<file path="src/rtl/mult_pkg.sv">
// mult_pkg: shared definitions for the sequential Booth multiplier.
//   MULT_N        default operand width
//   mult_state_e  FSM state encoding (IDLE, RUN)
package mult_pkg;

  localparam int MULT_N = 32;

  typedef enum logic {
    IDLE = 1'b0,
    RUN  = 1'b1
  } mult_state_e;

endpackage

</file>
<file path="src/rtl/mult_booth_step.sv">
// mult_booth_step: one radix-2 Booth iteration, purely combinational.
//   p_i  [2N:0]  accumulator {upper N, multiplier N, Booth bit}
//   a_i  [N-1:0] multiplicand (signed)
//   p_o  [2N:0]  accumulator after add/sub select and arithmetic shift right by 1
module mult_booth_step #(
  parameter int N = 32
) (
  input  logic [2*N:0] p_i,
  input  logic [N-1:0] a_i,
  output logic [2*N:0] p_o
);

  logic [N:0] up_ext;
  logic [N:0] a_ext;
  logic [N:0] sum;

  // The upper field is summed one bit wider than N. With A = -2^(N-1) a plain
  // N-bit subtract wraps to the wrong sign; the extra bit keeps the true sign
  // so the shift that follows brings it back into N bits exactly.
  always_comb begin
    up_ext = {p_i[2*N], p_i[2*N:N+1]};
    a_ext  = {a_i[N-1], a_i};
    sum    = up_ext;
    unique case (p_i[1:0])
      2'b01:   sum = up_ext + a_ext;
      2'b10:   sum = up_ext - a_ext;
      default: sum = up_ext;
    endcase
    // {sum, lower bits} dropped by one position == arithmetic shift right of
    // the updated accumulator; sum[N] supplies the sign-extended MSB.
    p_o = {sum, p_i[N:1]};
  end

endmodule

</file>
<file path="src/rtl/mult.sv">
// mult: sequential signed multiplier, {hi,lo} = srcA * srcB.
// Radix-2 Booth, one step per clock, N steps after the load edge.
//   clk       rising-edge clock
//   reset     synchronous, active-low
//   srcA/srcB signed operands, sampled on the start edge only
//   multCtrl  start request, honoured only in IDLE
//   hi/lo     upper/lower product halves, updated on the completion edge only
//   multDone  (only with MULT_DONE_EN defined) 1-cycle pulse on the completion edge
module mult
  import mult_pkg::*;
#(
  parameter int N = MULT_N
) (
  input  logic         clk,
  input  logic         reset,
  input  logic [N-1:0] srcA,
  input  logic [N-1:0] srcB,
  input  logic         multCtrl,
  output logic [N-1:0] hi,
  output logic [N-1:0] lo
`ifdef MULT_DONE_EN
  ,
  output logic         multDone
`endif
);

  localparam int CW = (N > 1) ? $clog2(N) : 1;

  mult_state_e  state_q;
  logic [N-1:0] a_q;
  logic [2*N:0] p_q, p_d;
  logic [CW-1:0] cnt_q;
  logic [N-1:0] hi_q, lo_q;
  logic         last_step;

  mult_booth_step #(.N(N)) u_step (
    .p_i (p_q),
    .a_i (a_q),
    .p_o (p_d)
  );

  assign last_step = (cnt_q == CW'(N - 1));

`ifdef MULT_DONE_EN
  logic done_q;
  assign multDone = done_q;
`endif

  always_ff @(posedge clk) begin
    if (!reset) begin
      state_q <= IDLE;
      a_q     <= '0;
      p_q     <= '0;
      cnt_q   <= '0;
      hi_q    <= '0;
      lo_q    <= '0;
`ifdef MULT_DONE_EN
      done_q  <= 1'b0;
`endif
    end else begin
`ifdef MULT_DONE_EN
      done_q <= 1'b0;
`endif
      unique case (state_q)
        IDLE: begin
          if (multCtrl) begin
            a_q     <= srcA;
            p_q     <= {{N{1'b0}}, srcB, 1'b0};
            cnt_q   <= '0;
            state_q <= RUN;
          end
        end
        RUN: begin
          p_q   <= p_d;
          cnt_q <= cnt_q + 1'b1;
          if (last_step) begin
            // Result taken from the freshly stepped accumulator so it lands on
            // the same edge as the final Booth step.
            hi_q    <= p_d[2*N:N+1];
            lo_q    <= p_d[N:1];
            state_q <= IDLE;
`ifdef MULT_DONE_EN
            done_q  <= 1'b1;
`endif
          end
        end
        default: state_q <= IDLE;
      endcase
    end
  end

  assign hi = hi_q;
  assign lo = lo_q;

endmodule

</file>
<file path="config.mk">
export PLATFORM = sky130hd
export DESIGN_NAME = mult
export DESIGN_NICKNAME = d
export VERILOG_FILES = /design/src/rtl/mult_pkg.sv /design/src/rtl/mult_booth_step.sv /design/src/rtl/mult.sv
export SDC_FILE = /design/constraint.sdc
export NUM_CORES = 1
export LEC_CHECK = 0
export CAP_MARGIN = 20
export CORE_MARGIN = 5
export CORE_UTILIZATION = 50
export DETAILED_ROUTE_END_ITERATION = 12
export GPL_ROUTABILITY_DRIVEN = 0
export PLACE_DENSITY = 0.74
export SLEW_MARGIN = 20
export SYNTH_ARGS = -nofsm -noshare
export SYNTH_HDL_FRONTEND = slang
export SYNTH_SLANG_ARGS = --single-unit
</file>
<file path="constraint.sdc">
create_clock -name clk -period 4.55 [get_ports clk]
set_input_delay 0.91 -clock clk [delete_from_list [all_inputs] [get_ports clk]]
set_output_delay 0.91 -clock clk [all_outputs]
set_load 0.01 [all_outputs]
</file>
==> results of run 1 <==
[worst paths after layout]
kind         startpoint       to  slack (ns)  depth (start not counted)
max              a_q[5]  p_q[64]        0.25                         17
min              hi[15]   hi[15]        0.46                          2
max reg2reg      a_q[5]  p_q[64]        0.25                         17
min reg2reg      hi[15]   hi[15]        0.46                          2
[cell usage after synthesis, drive strengths merged, types with 14 or more instances]
| master | number |
|---|---|
| dfxtp | 167 |
| mux2i | 37 |
| o21ai | 60 |
| nand3 | 16 |
| nor3 | 19 |
| and3 | 20 |
| ha | 36 |
| a21oi | 144 |
| clkbuf | 58 |
| buf | 14 |
| a22o | 45 |
| inv | 20 |
| xnor2 | 39 |
| xor2 | 14 |
| nand2 | 133 |
| nor2 | 131 |
[cell families (layout without fill, tap and decap cells)]
group,Yosys count,in the layout,share of synthesized area
AND/OR/NAND/NOR,376,376,0.198
AO/OA/AOI/OAI,328,328,0.234
flip-flops,167,167,0.378
buffers and inverters,93,199,0.0396
XOR/XNOR,53,53,0.0524
multiplexers,40,40,0.0456
adder cells (fa/ha/maj),37,37,0.0531
[cell usage in the layout (no fill, tap or decap), types with 11 or more instances in the layout]
cell             count
dfxtp_1            166
a21oi_1            143
nand2_1            132
nor2_1             129
clkdlybuf4s50_1    129
o21ai_0             57
a22o_1              45
xnor2_1             39
mux2i_1             37
ha_1                34
inv_1               19
and3_1              19
clkbuf_16           17
buf_4               17
nand3_1             16
nor3_1              15
xor2_1              14
nand2b_1            11
a21o_1              11
[registers in the layout, indices dropped and copies added (netlist names)]
register,flops
a_q,32
cnt_q,5
hi,32
lo,32
p_q,65
state_q,1
[stage by stage]
step                      instance area [sq um]   util  power (uW)  setup WS (ns)
after floorplan                            8850      -        2150          0.445
after global placement                    10300  0.592        2350          0.217
after detailed placement                  10300  0.592        2360         0.0404
after CTS                                 10900  0.628        3890         0.0138
after global routing                      11000  0.632        4080        0.00494
final                                     11000  0.632        3890          0.251
[final cells by class]
type | count | share of cell area
repair buffers | 147 | 0.130
inverters | 21 | 0.00718
flip-flops and latches | 167 | 0.305
multi-input cells | 834 | 0.476
clock buffers | 18 | 0.0400
clock inverters | 13 | 0.0166
well taps | 225 | 0.0256
[what timing repair did]
item | 4_1_cts | 5_1_grt
endpoints found under the setup margin | 0 | 9
setup buffers | 0 | 4
hold buffers | 0 | 0
gates resized for setup | 0 | 12
[power groups by stage]
stage	clock [uW]	sequential (uW)	combinational (uW)
floorplan	0	1580	575
global placement	0	1600	756
detailed placement	0	1600	764
CTS	1560	1570	768
global route	1630	1570	876
finish	1540	1570	788
[metal layers]
| metal | track usage | vias up | share of wire |
|---|---|---|---|
| li1 | - | 4083 | - |
| met1 | 0.292 | 3822 | 0.45 |
| met2 | 0.377 | 201 | 0.48 |
| met3 | 0.0415 | 40 | 0.044 |
| met4 | 0.0765 | 0 | 0.022 |
| met5 | 0 | - | 0 |
[worst min-delay path, delay by kind of cell, from the launching register on]
kind	cells	cell delay [ns]
simple gates	1	0.05
compound gates	1	0.05
flops	1	0.33
==> summary.md, run 1 <==
| Metric | Value |
|---|---|
| Status | complete, no violations |
| Initial core utilization | 0.510 |
| Post-Layout Cell Count | 1425 |
| Worst EP arrival | 4.57 ns |
| Layout cells sized above 1 | 0.0675 |
| Sequential cell area | 3350 sq um |
| DR vias/cell | 5.72 |
| Clk pin slew, worst setup/hold paths | 0.07 ns |
| Buffers & Inverters on Critical Path | 0 |
| Die footprint | 20500 sq um |
| Synth area leader | dfxtp_1 |
| Mapped cell area | 8850 sq um |
| Row cnt | 48 |
| Pleak | 0.00432 uW |
| Inserted Diodes | 0 |
| TNS Setup | 0 ns |
| Combinational share of power | 0.202 |
| Die height | 143 um |
| Max-slew headroom | 0.273 |
| Max FO, Critical Path | 8 |
| Slowest cell on the critical path | or4_4 |
| GRT Overall Usage | 0.225 |
| Final HPWL DP | 16300 um |
| Sequential share of the synthesized area | 0.378 |
| Type of origin of the critical path | flop |
| Cells after DPL | 1390 |
| Core area | 17400 sq um |
| Pre-Repair DR Iteration Count | 6 |
| Skew final | 0.0119 ns |
| CTS tree | yes |
| Cell family with most CP delay | simple AND/OR/NAND/NOR gates |
| Net count after synthesis | 1198 |
| P per Cell Area | 355 nW/um^2 |
| Fraction of post-synthesis cell area in the top cell type by area | 0.378 |
| Multi-input gate area | 5220 sq um |
| Max Cap Viol | 0 |
| Die Wd | 143 um |
| Layout Nets | 1292 |
| Register share of total power | 0.403 |
| Main flop type after synthesis | dfxtp_1 |
| Distinct cells, synth | 68 |
| Final hold slack | 0.461 ns |
| Clk Latency, worst-skew pair | 0.43 ns |
| Root buf cell | clkbuf_16 |
| Internal power | 2740 uW |
| Antenna violations before repair | 0 |
| 1st-iter DRT viols | 567 |
| Synth area leaders | dfxtp_1, a21oi_1, nand2_1, nor2_1, ha_1 |
| Post-synth EDFFs | 0 |
| Slew @ Worst Pin | 1.09 ns |
| Via Count | 8146 |
| Final ANT Viol Nets | 0 |
| RSZ-0062 raised after global routing | false |
| Critical Path RT | 4.82 ns |
| Port bufs | 130 |
| Area delta synth->final | 24.0% |
| Routed wire length per instance | 16.2 um |
| Post-Synthesis Mean Instance Area | 8.09 sq um |
| Slew Limit Fails | 0 |
| Yosys reg bits | 167 |
| Min-delay worst type | flop to flop |
| # DRC | 0 |
| YS warnings | 0 |
| WL final | 23100 um |
| Pin count of the biggest net entering global routing | 99 |
| Period utilization | 0.945 |
| Switching share of total power | 0.297 |
| FMAX | 233 MHz |
| Asr flop ratio synth | 0 |
| # setup viols final | 0 |
| Cts bufs inserted | 17 |
| Ports | 131 |
| CP Capture Type | flop |
| GRT overflow | 0 |
| Max VDD drop | 0.273 mV |
| Clock Path Buffers | 2 |
| Critical setup path kind | flop to flop |
| Final Hold Fails | 0 |
| Clock power share | 0.395 |
| Synthesized instance count | 1094 |
| Critical Path Max Stage Delay | 0.59 ns |
| P_sw | 1160 uW |
| Final min period | 4.30 ns |
| First-pass GRT wire length | 37500 um |
| Fillers | 1541 |
| CTS H-tree depth | 4 |
| Number of global-route vias before repair | 7614 |
| Crit path cell chain | or4_4 -> nor3_4 -> nand2_2 -> nor2_2 -> nand2_1 -> nor3b_4 -> nor3b_4 -> a21oi_1 -> xnor2_1 -> ha_2 -> a21oi_1 -> o21ai_1 -> or4_4 -> and2_1 -> o211ai_2 -> nand3b_4 -> a31oi_2 |
| Clock Sinks | 167 |
Power figures use the tool's default switching activity.
==> run 2: changes to the inputs <==
--- a/constraint.sdc
+++ b/constraint.sdc
@@ -3,2 +3,2 @@
 set_output_delay 0.91 -clock clk [all_outputs]
-set_load 0.01 [all_outputs]
+set_load 0.05 [all_outputs]
==> results of run 2 <==
Same layout as run 1: the final DEF is identical, and so are final timing and power.
==> run 3: changes to the inputs <==
Settings changed: ABC_AREA set to 1, GPL_ROUTABILITY_DRIVEN 0 to not set, REMOVE_ABC_BUFFERS set to 1.
==> run 3 against run 2 <==
Net effect: synthesized area grew 5.3%; cell count is 24% higher; clock power about the same; routed wire length rose by 14%; global-route usage is 1.9 points higher; first-iteration DRC count grew 7.4%; die area increased by 4.9%; worst setup slack better by 0.55 ns; critical path type unchanged.
==> summary.md, run 3 <==
| Metric | Value |
|---|---|
| Port bufs | 130 |
| Final min period | 3.75 ns |
| Die footprint | 21500 sq um |
| Clock Sinks | 167 |
| R2r endpoint | p_q[57] |
| Final Hold Fails | 0 |
| FMAX | 267 MHz |
| Clk Latency, worst-skew pair | 0.43 ns |
| Register share of total power | 0.407 |
| Top cells by count, synth | nand2_1, dfxtp_1, inv_1 |
| First-pass GRT wire length | 43000 um |
| # hold bufs at CTS | 0 |
| Startpoint of the worst-slack reg-to-reg timing path | p_q[1] |
| Area delta synth->final | 22.4% |
| Switching share of total power | 0.313 |
| Most frequent cells in the layout | nand2_1, dfxtp_1, inv_1, nor2_1, clkdlybuf4s50_1 |
| Slack of the critical path | 0.801 ns |
| Max FO, Critical Path | 20 |
| Post-synth EDFFs | 0 |
| GRT overflow | 0 |
| Reg-to-reg slack, setup | 0.80 ns |
| Hold Path End | hi[27] |
| Place WS | 0.874 ns |
| Reg with most FFs | p_q |
| Cts bufs inserted | 17 |
| Pleak | 0.00518 uW |
| Root buf cell | clkbuf_16 |
| P per Cell Area | 335 nW/um^2 |
| Pin count of the biggest net entering global routing | 65 |
| FF-to-FF path depth | 16 |
| Commonest non-fill, non-tap cell in the layout | nand2_1 |
| CP Capture Type | flop |
| Post-CTS setup buffer count | 0 |
| Combinational share of power | 0.190 |
| Row cnt | 50 |
| Fillers | 1752 |
| Slew Limit Fails | 0 |
| CTS tree | yes |
| RSZ-0062 raised after global routing | false |
| Synthesized instance count | 1421 |
| Synth area leaders | dfxtp_1, nand2_1, inv_1, nor2_1, o21ai_0 |
| Max-slew headroom | 0.331 |
| Yosys reg bits | 167 |
| Internal power | 2630 uW |
| Post-Synthesis Mean Instance Area | 6.56 sq um |
| TNS Setup | 0 ns |
| Final HPWL DP | 19100 um |
| Max VDD drop | 0.305 mV |
| Hold-critical path depth | 2 |
| Layout cells sized above 1 | 0.0534 |
| P_sw | 1200 uW |
| # DRC | 0 |
| Clk pin slew, worst setup/hold paths | 0.07 ns |
| Number of global-route vias before repair | 8806 |
| Max reg flops | 65 |
| Sequential share of the synthesized area | 0.359 |
| Period utilization | 0.824 |
| Post_cts resized | 0 |
| Status | complete, no violations |
| Distinct cells, synth | 45 |
| Skew final | 0.0154 ns |
| Main flop type after synthesis | dfxtp_1 |
| Type of origin of the critical path | flop |
| YS warnings | 0 |
| Via Count | 9305 |
| Initial core utilization | 0.504 |
| Mapped cell area | 9320 sq um |
| # setup viols final | 0 |
| Die height | 147 um |
| Min-delay worst type | flop to flop |
| Slew @ Worst Pin | 1.00 ns |
| Inserted Diodes | 0 |
| Clock Path Buffers | 2 |
| Top-count cell post-synth | nand2_1 |
| Antenna violations before repair | 0 |
| Die Wd | 147 um |
| Ports | 131 |
| Final ANT Viol Nets | 0 |
| Placed cell area | 10800 sq um |
| Asr flop ratio synth | 0 |
| CTS H-tree depth | 4 |
| DR vias/cell | 5.25 |
| Core area | 18500 sq um |
| Synth area leader | dfxtp_1 |
| WL final | 26200 um |
| GRT Overall Usage | 0.243 |
| Routed wire length per instance | 14.8 um |
| Routability cong. | 0.987 |
| Hold Startpoint | hi[27] |
| Critical setup path kind | flop to flop |
| Crit path from | p_q[1] |
| Max Cap Viol | 0 |
| Pre-Repair DR Iteration Count | 5 |
| Clock power share | 0.403 |
| Worst EP arrival | 4.04 ns |
| Layout Nets | 1628 |
| 1st-iter DRT viols | 609 |
| Critical Path RT | 4.85 ns |
| Fraction of post-synthesis cell area in the top cell type by area | 0.359 |
| Post-Layout Inst Area | 11400 sq um |
run 3: cell type report:
class,count,area [sq um],area share
multi-input cells,1027,5130,0.450
well taps,234,293,0.0257
clock inverters,15,205,0.0180
inverters,171,642,0.0563
repair buffers,140,1370,0.120
flip-flops and latches,167,3340,0.293
clock buffers,17,425,0.0373
run 3: how the worst max path moves through the flow:
stage                   end  slack [ns]  cells after the start
finish              p_q[57]        0.80                     16
global route         hi[18]        0.40                     17
CTS                 p_q[57]        0.85                     16
detailed placement  p_q[57]        0.87                     16
global placement     hi[18]        0.92                     17
floorplan             lo[0]        1.47                      4
run 3: power by group through the flow:
| stage | logic (uW) | clock network (uW) | registers (uW) |
|---|---|---|---|
| 2_1_floorplan | 496 | 0 | 1580 |
| 3_3_place_gp | 712 | 0 | 1590 |
| 3_5_place_dp | 719 | 0 | 1590 |
| 4_1_cts | 724 | 1560 | 1560 |
| 5_1_grt | 820 | 1630 | 1560 |
| 6_report | 727 | 1540 | 1560 |
run 3: critical path, stage by stage (launching register included):
cell and delay (ns):
dfxtp_1 0.35, ha_1 0.60, inv_1 0.41, o21ai_0 0.21
xnor2_1 0.15, inv_1 0.10, ha_1 0.34, a21oi_1 0.29
o21ai_0 0.19, a21oi_1 0.27, nor2_1 0.08, nor2_1 0.15
nand2_1 0.08, nand2_1 0.06, nand3_1 0.12, nand3_1 0.14
a21oi_1 0.07
run 3: logic make-up (layout without fill, tap and decap cells):
family | Yosys count | after routing | share of synthesized area
DFF | 167 | 167 | 0.359
and+or+nand+nor | 705 | 705 | 0.312
buffers and inverters | 227 | 343 | 0.0926
xor gates and xnor gates | 35 | 35 | 0.0329
AOI/OAI and AO/OA | 250 | 250 | 0.154
adders and majority gates | 37 | 37 | 0.0505
run 3: layer usage:
metal  wire length, um  global-route usage  up-vias
met1             11500               0.308     4166
li1                  -                   -     4761
met4               640              0.0781        0
met5                 0                   0        -
met3              2050              0.0664       47
met2             12000               0.404      331
run 3: stage by stage:
| step | utilization | std cells | hold slack [ns] | total power, uW |
|---|---|---|---|---|
| 3_3_place_gp | 0.582 | 1739 | 0.437 | 2300 |
| 6_report | 0.616 | 1771 | 0.451 | 3830 |
| 5_1_grt | 0.616 | 1771 | 0.474 | 4010 |
| 2_1_floorplan | - | 1365 | 0.428 | 2080 |
| 4_1_cts | 0.616 | 1771 | 0.458 | 3840 |
| 3_5_place_dp | 0.582 | 1739 | 0.444 | 2310 |
